<file path="config.mk">
export PLATFORM = sky130hd
export DESIGN_NAME = sprite_blitter
export DESIGN_NICKNAME = d
export VERILOG_FILES = /design/src/rtl/sprite_blitter.sv
export SDC_FILE = /design/constraint.sdc
export NUM_CORES = 1
export LEC_CHECK = 0
export CAP_MARGIN = 40
export CELL_PAD_IN_SITES_DETAIL_PLACEMENT = 0
export CELL_PAD_IN_SITES_GLOBAL_PLACEMENT = 1
export CORE_MARGIN = 2
export CORE_UTILIZATION = 47
export DETAILED_ROUTE_END_ITERATION = 6
export DONT_BUFFER_PORTS = 1
export GPL_TIMING_DRIVEN = 0
export PLACE_DENSITY = 0.79
export RECOVER_POWER = 50
export SLEW_MARGIN = 40
export SYNTH_ARGS = -nofsm -noshare
export SYNTH_HDL_FRONTEND = slang
export SYNTH_SLANG_ARGS = --single-unit
export TNS_END_PERCENT = 20
</file>
<file path="constraint.sdc">
create_clock -name clock -period 3.6 [get_ports clock]
set_clock_uncertainty 0.1 [all_clocks]
set_input_delay 0 -clock clock [delete_from_list [all_inputs] [get_ports clock]]
set_output_delay 0 -clock clock [all_outputs]
set_load 0.03 [all_outputs]
</file>
<file path="src/rtl/sprite_blitter.sv">
// Sprite-to-framebuffer drawer. Scans a right-facing sprite ROM in raster order,
// remaps the ROM address for the requested facing direction, and emits one pixel
// per cycle with screen-edge clipping and optional transparency keying.
module sprite_blitter #(
  parameter int unsigned SPR_W      = 5,
  parameter int unsigned SPR_H      = 5,
  parameter int unsigned COLOUR_W   = 3,
  parameter int unsigned ROM_LAT    = 1,
  parameter int unsigned SCREEN_W   = 160,
  parameter int unsigned SCREEN_H   = 120,
  parameter bit          TRANSP_EN  = 1'b1,
  parameter int unsigned TRANSP_KEY = 0,
  localparam int unsigned ADDR_W    = $clog2(SPR_W * SPR_H)
) (
  input  logic                clock,
  input  logic                reset,
  input  logic                start,
  input  logic [1:0]          dir,
  input  logic [7:0]          startx,
  input  logic [6:0]          starty,
  output logic [ADDR_W-1:0]   rom_addr,
  input  logic [COLOUR_W-1:0] rom_data,
  output logic [7:0]          x,
  output logic [6:0]          y,
  output logic [COLOUR_W-1:0] colour,
  output logic                plot,
  output logic                busy,
  output logic                done
);

  localparam int unsigned SX_W   = (SPR_W > 1) ? $clog2(SPR_W) : 1;
  localparam int unsigned SY_W   = (SPR_H > 1) ? $clog2(SPR_H) : 1;
  localparam int unsigned DR_W   = (ROM_LAT > 1) ? $clog2(ROM_LAT) : 1;
  // Rotations swap axes, so they only make sense for square sprites.
  localparam bit          SQUARE = (SPR_W == SPR_H);

  typedef enum logic [1:0] {StIdle, StScan, StDrain, StDone} state_e;

  state_e          state_q, state_d;
  logic [SX_W-1:0] sx_q, sx_d;
  logic [SY_W-1:0] sy_q, sy_d;
  logic [DR_W-1:0] drain_q, drain_d;
  logic [1:0]      dir_q, dir_d;
  logic [7:0]      startx_q, startx_d;
  logic [6:0]      starty_q, starty_d;

  logic [ADDR_W-1:0] u, v;
  logic [8:0]        px;
  logic [7:0]        py;
  logic              onscreen;
  logic              transparent;

  // Pixel delay line, aligned with the ROM read latency.
  logic       dl_valid_q [ROM_LAT];
  logic       dl_on_q    [ROM_LAT];
  logic [7:0] dl_x_q     [ROM_LAT];
  logic [6:0] dl_y_q     [ROM_LAT];

  // State, scan counters and latched operands.
  always_ff @(posedge clock) begin
    if (!reset) begin
      state_q  <= StIdle;
      sx_q     <= '0;
      sy_q     <= '0;
      drain_q  <= '0;
      dir_q    <= '0;
      startx_q <= '0;
      starty_q <= '0;
    end else begin
      state_q  <= state_d;
      sx_q     <= sx_d;
      sy_q     <= sy_d;
      drain_q  <= drain_d;
      dir_q    <= dir_d;
      startx_q <= startx_d;
      starty_q <= starty_d;
    end
  end

  // Next-state logic: raster scan, drain of the ROM pipeline, done pulse.
  always_comb begin
    state_d  = state_q;
    sx_d     = sx_q;
    sy_d     = sy_q;
    drain_d  = drain_q;
    dir_d    = dir_q;
    startx_d = startx_q;
    starty_d = starty_q;
    busy     = 1'b0;
    done     = 1'b0;
    unique case (state_q)
      StIdle: begin
        if (start) begin
          dir_d    = (SQUARE || !dir[1]) ? dir : 2'd0;
          startx_d = startx;
          starty_d = starty;
          sx_d     = '0;
          sy_d     = '0;
          state_d  = StScan;
        end
      end
      StScan: begin
        busy = 1'b1;
        if (sx_q == SX_W'(SPR_W - 1)) begin
          sx_d = '0;
          if (sy_q == SY_W'(SPR_H - 1)) begin
            sy_d    = '0;
            drain_d = '0;
            state_d = StDrain;
          end else begin
            sy_d = sy_q + 1'b1;
          end
        end else begin
          sx_d = sx_q + 1'b1;
        end
      end
      StDrain: begin
        busy = 1'b1;
        if (drain_q == DR_W'(ROM_LAT - 1)) begin
          state_d = StDone;
        end else begin
          drain_d = drain_q + 1'b1;
        end
      end
      StDone: begin
        done    = 1'b1;
        state_d = StIdle;
      end
      default: state_d = StIdle;
    endcase
  end

  // Source pixel (u,v) in the right-facing sprite for the current scan position.
  always_comb begin
    u = ADDR_W'(sx_q);
    v = ADDR_W'(sy_q);
    unique case (dir_q)
      2'd1: u = ADDR_W'(SPR_W - 1) - ADDR_W'(sx_q);
      2'd2: begin
        u = ADDR_W'(SPR_W - 1) - ADDR_W'(sy_q);
        v = ADDR_W'(sx_q);
      end
      2'd3: begin
        u = ADDR_W'(sy_q);
        v = ADDR_W'(sx_q);
      end
      default: ;
    endcase
  end

  // ROM address and screen position of the pixel being scanned.
  always_comb begin
    rom_addr = (state_q == StScan) ? (v * ADDR_W'(SPR_W) + u) : '0;
    // One bit wider than the outputs so a sprite past the edge clips, never wraps.
    px       = 9'(startx_q) + 9'(sx_q);
    py       = 8'(starty_q) + 8'(sy_q);
    onscreen = (32'(px) < SCREEN_W) && (32'(py) < SCREEN_H);
  end

  // Carry pixel position alongside the ROM read so it arrives with rom_data.
  always_ff @(posedge clock) begin
    if (!reset) begin
      for (int i = 0; i < ROM_LAT; i++) begin
        dl_valid_q[i] <= 1'b0;
        dl_on_q[i]    <= 1'b0;
        dl_x_q[i]     <= '0;
        dl_y_q[i]     <= '0;
      end
    end else begin
      dl_valid_q[0] <= (state_q == StScan);
      dl_on_q[0]    <= onscreen;
      dl_x_q[0]     <= px[7:0];
      dl_y_q[0]     <= py[6:0];
      for (int i = 1; i < ROM_LAT; i++) begin
        dl_valid_q[i] <= dl_valid_q[i-1];
        dl_on_q[i]    <= dl_on_q[i-1];
        dl_x_q[i]     <= dl_x_q[i-1];
        dl_y_q[i]     <= dl_y_q[i-1];
      end
    end
  end

  // Pixel output toward the VGA adapter.
  always_comb begin
    transparent = TRANSP_EN && (rom_data == COLOUR_W'(TRANSP_KEY));
    x           = dl_x_q[ROM_LAT-1];
    y           = dl_y_q[ROM_LAT-1];
    colour      = rom_data;
    plot        = dl_valid_q[ROM_LAT-1] && dl_on_q[ROM_LAT-1] && !transparent;
  end

endmodule

</file>
Word-level counts from Yosys, hierarchy flattened
Memories as Yosys holds them, arrays and structs flattened.
Cells that the tools add are included.

cells by class
  bitwise operators = 0
  muxes and demuxes = 30
  $add $sub $neg = 8
  div/mod/pow operators = 0
  multiply operators = 1
  reductions and logical operators = 19
  shift operators = 0
  eq/ne operators = 12
  magnitude comparators = 2

operator list
  kind                                                                           number
  3-bit two-way mux                                                              5
  5-bit one-hot mux with 3 select lines                                          1
  1-bit two-way mux                                                              13
  3-bit one-hot mux with 2 select lines                                          2
  8-bit by 3-bit adder with 9-bit output                                         1
  9-bit by 8-bit less-than comparator with 1-bit output (second input constant)  1
  7-bit by 3-bit adder with 8-bit output                                         1
  2-bit == test (second input constant)                                          4
  8-bit by 7-bit less-than comparator with 1-bit output (second input constant)  1
  2-bit two-way mux                                                              4
  8-bit two-way mux                                                              1
  2-bit inequality test (second input constant)                                  4
  2-bit one-hot mux with 4 select lines                                          1
  8-bit OR reduction                                                             1
  3-bit by 3-bit subtractor with 4-bit output (first input constant)             2
  7-bit two-way mux                                                              1
  7-bit OR reduction                                                             1
  3-bit by 1-bit adder with 3-bit output (second input constant)                 2
  3-bit == test (second input constant)                                          2
  3-bit AND reduction                                                            2
  5-bit adder                                                                    1
  5-bit by 3-bit multiplier with 5-bit output (second input constant)            1
  5-bit two-way mux                                                              1
  2-bit by 1-bit == test with 1-bit output (second input constant)               2
  11 further kinds                                                               17

word-level totals
  word-level logic and storage cells = 83
  latch bits = 0
  ROM bits = 0
  register bits after elaboration = 26
  bits of input ports = 23
  memory bits (writable) = 17
  memories = 4

memory list
  name        depth  width  rd ports  clocked after memory_dff  write ports  line  text
  dl_x_q      1      8      1         0                         1            56    logic [7:0] dl_x_q [ROM_LAT];
  dl_y_q      1      7      1         0                         1            57    logic [6:0] dl_y_q [ROM_LAT];
  dl_on_q     1      1      1         0                         1            55    logic dl_on_q [ROM_LAT];
  dl_valid_q  1      1      1         0                         1            54    logic dl_valid_q [ROM_LAT];

Depth between registers and ports, before layout
Gate-level depths: netlist (run 1).

  word-level depth = 6
  mapped depth = 10
  mapped depth without buffers = 10

Least setup slack after synthesis (run 1)
No wires, ideal clock.

  path type = register to output
  start = register sx_q[1]
  end = output port rom_addr[4]
  path buffers = 0
  slack = 0.590 ns
  arrival = 2.910 ns
  stages on the path, launching flop included = 11
  cells stage by stage = dfxtp_1 inv_1 ha_1 ha_1 mux4_2 ha_1 ha_1 a21o_1 a21oi_1 xnor3_1 mux2_4

between the ends
  longest elaborated chain between the ends = 4
  elaborated cells on any way between the ends = 6
  those cells by class = 2 x add/sub; 1 x mul; 3 x mux

ends and longest elaborated chain
  element                                                                                                      line      text
  start, declared                                                                                              40        logic [SX_W-1:0] sx_q, sx_d;
  start signal, assigned                                                                                       63        sx_q <= '0;
  start signal, assigned                                                                                       71        sx_q <= sx_d;
  3-bit two-way mux / 3-bit by 3-bit subtractor with 4-bit output (equally long branches)                      137, 138
  5-bit by 3-bit multiplier with 5-bit output / 5-bit one-hot mux with 3 select lines (equally long branches)  153, 137
  5-bit adder *                                                                                                153       rom_addr = (state_q == StScan) ? (v * ADDR_W'(SPR_W) + u) : '0;
  5-bit two-way mux *                                                                                          153
  end, declared                                                                                                21        output logic [ADDR_W-1:0] rom_addr,

Mark *: on every way between the ends. The rest lies on a longest branch, timed or not.

Worst setup path after layout (run 1)
  start = register sy_q[0]
  end = output port rom_addr[4]

between the ends
  longest elaborated chain between the ends = 4
  elaborated cells on any way between the ends = 6
  those cells by class = 2 x add/sub; 1 x mul; 3 x mux

ends and longest elaborated chain
  element                                                                                                      line      text
  start, declared                                                                                              41        logic [SY_W-1:0] sy_q, sy_d;
  start signal, assigned                                                                                       72        sy_q <= sy_d;
  3-bit two-way mux / 3-bit by 3-bit subtractor with 4-bit output (equally long branches)                      137, 140
  5-bit by 3-bit multiplier with 5-bit output / 5-bit one-hot mux with 3 select lines (equally long branches)  153, 137
  5-bit adder *                                                                                                153
  5-bit two-way mux *                                                                                          153

Marks and branches as above.

==> impl_metrics.env, run 1 <==
export IMPL_post_place_cells=330
export IMPL_drtAntennaViolNets=0
export IMPL_dr_pass1_iters=4
export IMPL_tns_ps=0
export IMPL_synth_distinct_cells=46
export IMPL_fin_hold_ws_ps=-5.072
export IMPL_status="finished, violations left"
export IMPL_netlist_area_leader_share_pct=34.93
export IMPL_irDropWorstVdd_uv=316.0
export IMPL_hp_start="start"
export IMPL_slowest_stage="mux4_2"
export IMPL_reg2reg_from="sy_q[0]"
export IMPL_grt_pass1_vias=1750
export IMPL_antenna_found_initial=0
export IMPL_die_area_sq_um=5710
export IMPL_synth_cell_area_sq_um=2407
export IMPL_async_reset_ff_share_pct=0
export IMPL_cts_buffers=5
export IMPL_syn2layout_area_growth_pct=17.26
export IMPL_cp_common_cell="ha_1"
export IMPL_die_h_um=75.57
export IMPL_final_area_sq_um=2823
export IMPL_grt_max_degree=13
export IMPL_design_core_area_sq_um=5010
export IMPL_clk_insertion_delay_late_ps=290
export IMPL_cp_data_required_time_ps=3500
export IMPL_drt_total_wl_um=4998
export IMPL_cts_max_level=2
export IMPL_path_class="reg2out"
export IMPL_grt_usage_pct=18.78
export IMPL_synthesis_nets=311
export IMPL_clockBufferDepth=2
export IMPL_start_util_pct=48.05
export IMPL_cp_startpoint="sy_q[0]"
export IMPL_grt_ovfl_total=0
export IMPL_drv_cap=0
export IMPL_ys_ff_latch=42
export IMPL_fmax_mhz=290.7
export IMPL_cts_tree="done"
export IMPL_rows=26
export IMPL_post_route_min_period_ps=3440
export IMPL_worst_pin_slew_ps=550.4
export IMPL_postPlaceCellArea_sq_um=2495
export IMPL_arrival_ps=3340
export IMPL_synth_top_area_cell="dfxtp_1"
export IMPL_ys_flop_type="dfxtp_1"
export IMPL_hp_class="in2reg"
export IMPL_synthCells=260
export IMPL_layout_drive_gt1_share_pct=7.509
export IMPL_place_congestion=0.8122
export IMPL_grt_first_pass_wirelength_um=8031
export IMPL_synth_edff_count=0
export IMPL_setup_viol=0
export IMPL_cp_slowest_stage_delay_ps=460
export IMPL_power_density_nw_per_um2=533.5
export IMPL_nets=343
export IMPL_clkTransAtPathRegs_ps=80
export IMPL_drcViolationCount=0
export IMPL_hold_viol_final=1
export IMPL_cts_root_buf="clkbuf_8"
export IMPL_synth_seq_area_share_pct=34.93
export IMPL_synthTopCellsByArea="dfxtp_1 35%, ha_1 12%, nand2_1 6.9%, a21boi_0 3.4%, fa_1 3.3%"
export IMPL_finish_cell_count_without_fillers=363
export IMPL_max_slew_margin_pct=63.31
export IMPL_viasPerCell=5.143
export IMPL_power_leakage_nw=1.193
export IMPL_cp_max_fo=6
export IMPL_end_kind="output port"
export IMPL_die_w_um=75.57
export IMPL_numClockSinks=42
export IMPL_hpwl_um=3699
export IMPL_violations="hold timing"
export IMPL_drtIter0Drc=56
export IMPL_antenna_cells=0
export IMPL_port_buffers=0
export IMPL_fin_crit_sh_pct=95.56
export IMPL_post_cts_buffers=0
export IMPL_rsz0062_at_grt="false"
export IMPL_fin_util_pct=56.34
export IMPL_wl_per_cell_um=13.77
export IMPL_ys_warn_count=0
export IMPL_maxSlewViolCount=0
export IMPL_syn_avg_cell_area_sq_um=9.259
export IMPL_path_cells="inv_1 > ha_1 > ha_1 > mux4_2 > ha_1 > ha_1 > a21o_1 > a21oi_1 > xnor3_1 > mux2_4"
export IMPL_top_level_ports=49
export IMPL_cp_start_kind="flip-flop"
export IMPL_vias=1867
## path summary, 6_finish.rpt
check	endpoint	slack [ps]	cells past startpoint
worst min-delay path	starty_q[5]	-5	3
worst max-delay path	rom_addr[4]	160	10
worst min register to register	startx_q[2]	390	2
worst max register to register	dl_on_q[0]	1260	7
## worst max-delay path: cells and delay by family (launching register included)
family                     cells  cell delay [ps]
muxes                          2              820
DFF                            1              410
adders and majority gates      4             1140
xor gates and xnor gates       1              250
buffers and inverters          1               90
AOI/OAI and AO/OA              2              330
## Yosys cell counts (all sizes together), types with 4 or more instances
cell	number
a21oi	8
nand2	44
a21boi	19
o2111ai	5
xor2	5
inv	15
nor2b	6
ha	24
dfxtp	42
buf	7
and2	10
clkbuf	5
xnor2	6
o21ai	5
nor2	12
fa	4
## registers in the layout (all words and copies together) (netlist names)
| register | count |
|---|---|
| state_q | 2 |
| startx_q | 8 |
| dl_x_q | 8 |
| dl_valid_q | 1 |
| starty_q | 7 |
| sx_q | 3 |
| dir_q | 2 |
| dl_y_q | 7 |
| dl_on_q | 1 |
| sy_q | 3 |
## through the flow
stage	hold slack, ps	total power [mW]	setup WS [ps]
2_1_floorplan	31.67	1.063	590.3
3_3_place_gp	34.00	1.160	393.8
3_5_place_dp	33.86	1.170	379.2
4_1_cts	6.221	1.525	49.94
5_1_grt	42.34	1.621	62.36
6_report	-5.072	1.506	159.9
## cells in the final DEF, fill, tap and decap left out, types with 8 or more instances in the layout
cell type,n
clkbuf_1,10
inv_1,15
a21boi_0,11
and2_1,8
ha_1,24
a21oi_1,8
nor2_1,12
dfxtp_1,38
dlygate4sd3_1,25
a21boi_1,8
nand2_1,44
## layer usage
metal  GRT usage, %  wire length, um  vias up  share of wire, %
li1               -                -      956                 -
met1          24.12             2317      860                46
met2          31.40             2399       43                48
met3          4.233              214        8               4.3
met4          6.043               67        0               1.3
met5              0                0        -                 0
## report_power, final
part	switching (mW)	internal, mW	leakage [nW]
sequential	0.119	0.547	0.345
clock	0.164	0.155	0.0482
combinational	0.299	0.222	0.799
total	0.581	0.924	1.19
## timing repair
action                     CTS  global route
resized for setup            0             4
hold buffers                25             0
hold endpoints to repair    23             0
setup endpoints to repair    0             1
## cells by family (layout without fill, tap and decap cells)
| family | after synthesis | count (layout) | synth area share (%) |
|---|---|---|---|
| buffers and inverters | 27 | 60 | 5.405 |
| AND/OR/NAND/NOR | 92 | 92 | 18.66 |
| AO/OA/AOI/OAI | 51 | 51 | 15.44 |
| XOR/XNOR | 12 | 12 | 4.937 |
| flip-flops | 42 | 42 | 34.93 |
| adder cells (fa/ha/maj) | 28 | 28 | 15.80 |
| multiplexers | 8 | 8 | 4.834 |
## cell type report
cell class                      count  area, sq um
Fill cell                         498         2187
Multi-Input combinational cell    191         1436
Buffer                             12        55.05
Sequential cell                    42        845.8
Clock buffer                        7        86.33
Tap cell                           70        87.58
Clock inverter                      1        5.005
Timing Repair Buffer               25        250.2
Inverter                           15        56.30
Note: power is estimated with default switching activity, not from simulation.
==> run 2, diff against run 1 <==
Clock period 3.6 ns to 3.2 ns, I/O delays scaled along.
==> run 2 against run 1 <==
The flow still finishes with violations (hold timing). Highest routed layer unchanged. Largest cell class unchanged. First-iteration DRC count unchanged. Sequential share of layout area down 0.90 points. Utilization increased by 2.2 points. Non-clock buffer count grew 5. Combinational power up 21%. Design area increased by 3.9%. Register-to-register slack worse by 470 ps. Power increased by 15%. Clock-buffer cell count did not move. Sequential power is 11% higher. Largest power group unchanged. Die area unchanged.
==> impl_metrics.env, run 2 (same netlist as run 1, synthesis figures left out) <==
export IMPL_grt_pass1_vias=1762
export IMPL_drv_cap=0
export IMPL_grt_ovfl_total=0
export IMPL_power_density_nw_per_um2=590.6
export IMPL_cp_common_cell="ha_4"
export IMPL_grt_first_pass_wirelength_um=8211
export IMPL_irDropWorstVdd_uv=364.7
export IMPL_vias=1884
export IMPL_hold_viol_final=1
export IMPL_violations="hold timing"
export IMPL_grt_usage_pct=19.19
export IMPL_rows=26
export IMPL_largest_registers="dl_x_q: 8 flops, startx_q: 8 flops"
export IMPL_hpwl_um=3699
export IMPL_cts_root_buf="clkbuf_8"
export IMPL_clockBufferDepth=2
export IMPL_path_cells="inv_1 > ha_4 > ha_4 > mux4_2 > ha_4 > ha_4 > a21o_1 > a21oi_2 > xnor3_1 > mux2_4"
export IMPL_drtIter0Drc=56
export IMPL_top_level_ports=49
export IMPL_fin_crit_sh_pct=98.00
export IMPL_worst_pin_slew_ps=545.8
export IMPL_port_buffers=0
export IMPL_clk_insertion_delay_late_ps=290
export IMPL_total_power_mw=1.732
export IMPL_layout_commonest_cell="nand2_1"
export IMPL_place_congestion=0.8122
export IMPL_cts_tree="done"
export IMPL_hp_class="in2reg"
export IMPL_antenna_cells=0
export IMPL_maxSlewViolCount=0
export IMPL_cp_start_kind="flip-flop"
export IMPL_wl_per_cell_um=14.11
export IMPL_cp_max_fo=3
export IMPL_status="finished, violations left"
export IMPL_drtAntennaViolNets=0
export IMPL_die_h_um=75.57
export IMPL_drcViolationCount=0
export IMPL_fin_hold_ws_ps=-10.05
export IMPL_tns_ps=0
export IMPL_numClockSinks=42
export IMPL_setup_viol=0
export IMPL_arrival_ps=3040
export IMPL_cp_data_required_time_ps=3100
export IMPL_slowest_stage="mux4_2"
export IMPL_post_place_cells=330
export IMPL_final_cell_mix="44 x nand2_1, 39 x dfxtp_1, 25 x dlygate4sd3_1"
export IMPL_dr_pass1_iters=4
export IMPL_layout_drive_gt1_share_pct=11.74
export IMPL_max_slew_margin_pct=63.61
export IMPL_syn2layout_area_growth_pct=21.78
export IMPL_die_area_sq_um=5710
export IMPL_fin_util_pct=58.52
export IMPL_post_route_min_period_ps=3136
export IMPL_antenna_found_initial=0
export IMPL_power_leakage_nw=1.214
export IMPL_die_w_um=75.57
export IMPL_finish_cell_count_without_fillers=368
export IMPL_nets=348
export IMPL_design_core_area_sq_um=5010
export IMPL_end_kind="output port"
export IMPL_grt_max_degree=13
export IMPL_drt_total_wl_um=5191
export IMPL_cts_max_level=2
export IMPL_path_class="reg2out"
export IMPL_cts_buffers=5
export IMPL_viasPerCell=5.120
export IMPL_fmax_mhz=318.9
export IMPL_start_util_pct=48.05
export IMPL_clkTransAtPathRegs_ps=80
export IMPL_cp_slowest_stage_delay_ps=490
[run 2: changes by cell type in the layout (fill, tap and decap cells not counted), sizes merged]
cell | before | now
clkbuf | 16 | 17
buf | 3 | 7
[run 2: per-layer routing]
layer  global-route usage [%]  routed length, um
met1                    24.53               2356
met2                    32.75               2555
met3                    4.233                233
met4                    5.263                 46
met5                        0                  0
[run 2: timing repair]
| action | in CTS | in global routing |
|---|---|---|
| pin swaps | 3 | 5 |
| endpoints found under the hold margin | 23 | 0 |
| cloned | 0 | 0 |
| gates resized for setup | 12 | 7 |
| hold buffers | 25 | 0 |
| setup buffers | 5 | 0 |
| setup endpoints to repair | 1 | 1 |
[run 2: metrics by stage]
step	instance area, sq um	setup slack (ps)
floorplan	2407	190.3
global placement	2495	-6.195
detailed placement	2495	-20.77
CTS	2905	11.77
global route	2932	-6.915
finish	2932	63.93
[run 2: cell type report]
| type | instances | area [sq um] |
|---|---|---|
| multi-input cells | 191 | 1505 |
| flip-flops and latches | 42 | 852.1 |
| well taps | 70 | 87.58 |
| clock inverters | 1 | 5.005 |
| plain buffers | 12 | 55.05 |
| fillers | 494 | 2078 |
| repair buffers | 30 | 284.0 |
| clock buffers | 7 | 86.33 |
| inverters | 15 | 56.30 |
[run 2: where the power goes]
part           switching, mW  total [mW]  internal (mW)
clock                  0.184       0.358          0.174
combinational          0.358       0.631          0.273
sequential             0.128       0.742          0.614
total                  0.670        1.73           1.06
[run 2: path summary, 6_finish.rpt]
check                      to   startpoint  slack, ps  cells past startpoint
setup / recovery  rom_addr[4]      sy_q[0]         60                     10
hold / removal    starty_q[5]        start        -10                      3
setup reg to reg   dl_on_q[0]      sy_q[0]        790                      8
hold reg to reg   startx_q[2]  startx_q[2]        390                      2
[run 2: worst max-delay path: cells and delay by family, from the launching register on]
family,cells,cell delay [ps]
flops,1,350
buf+inv,1,70
fa+ha+maj,4,900
compound gates,2,330
xor+xnor,1,240
mux,2,850
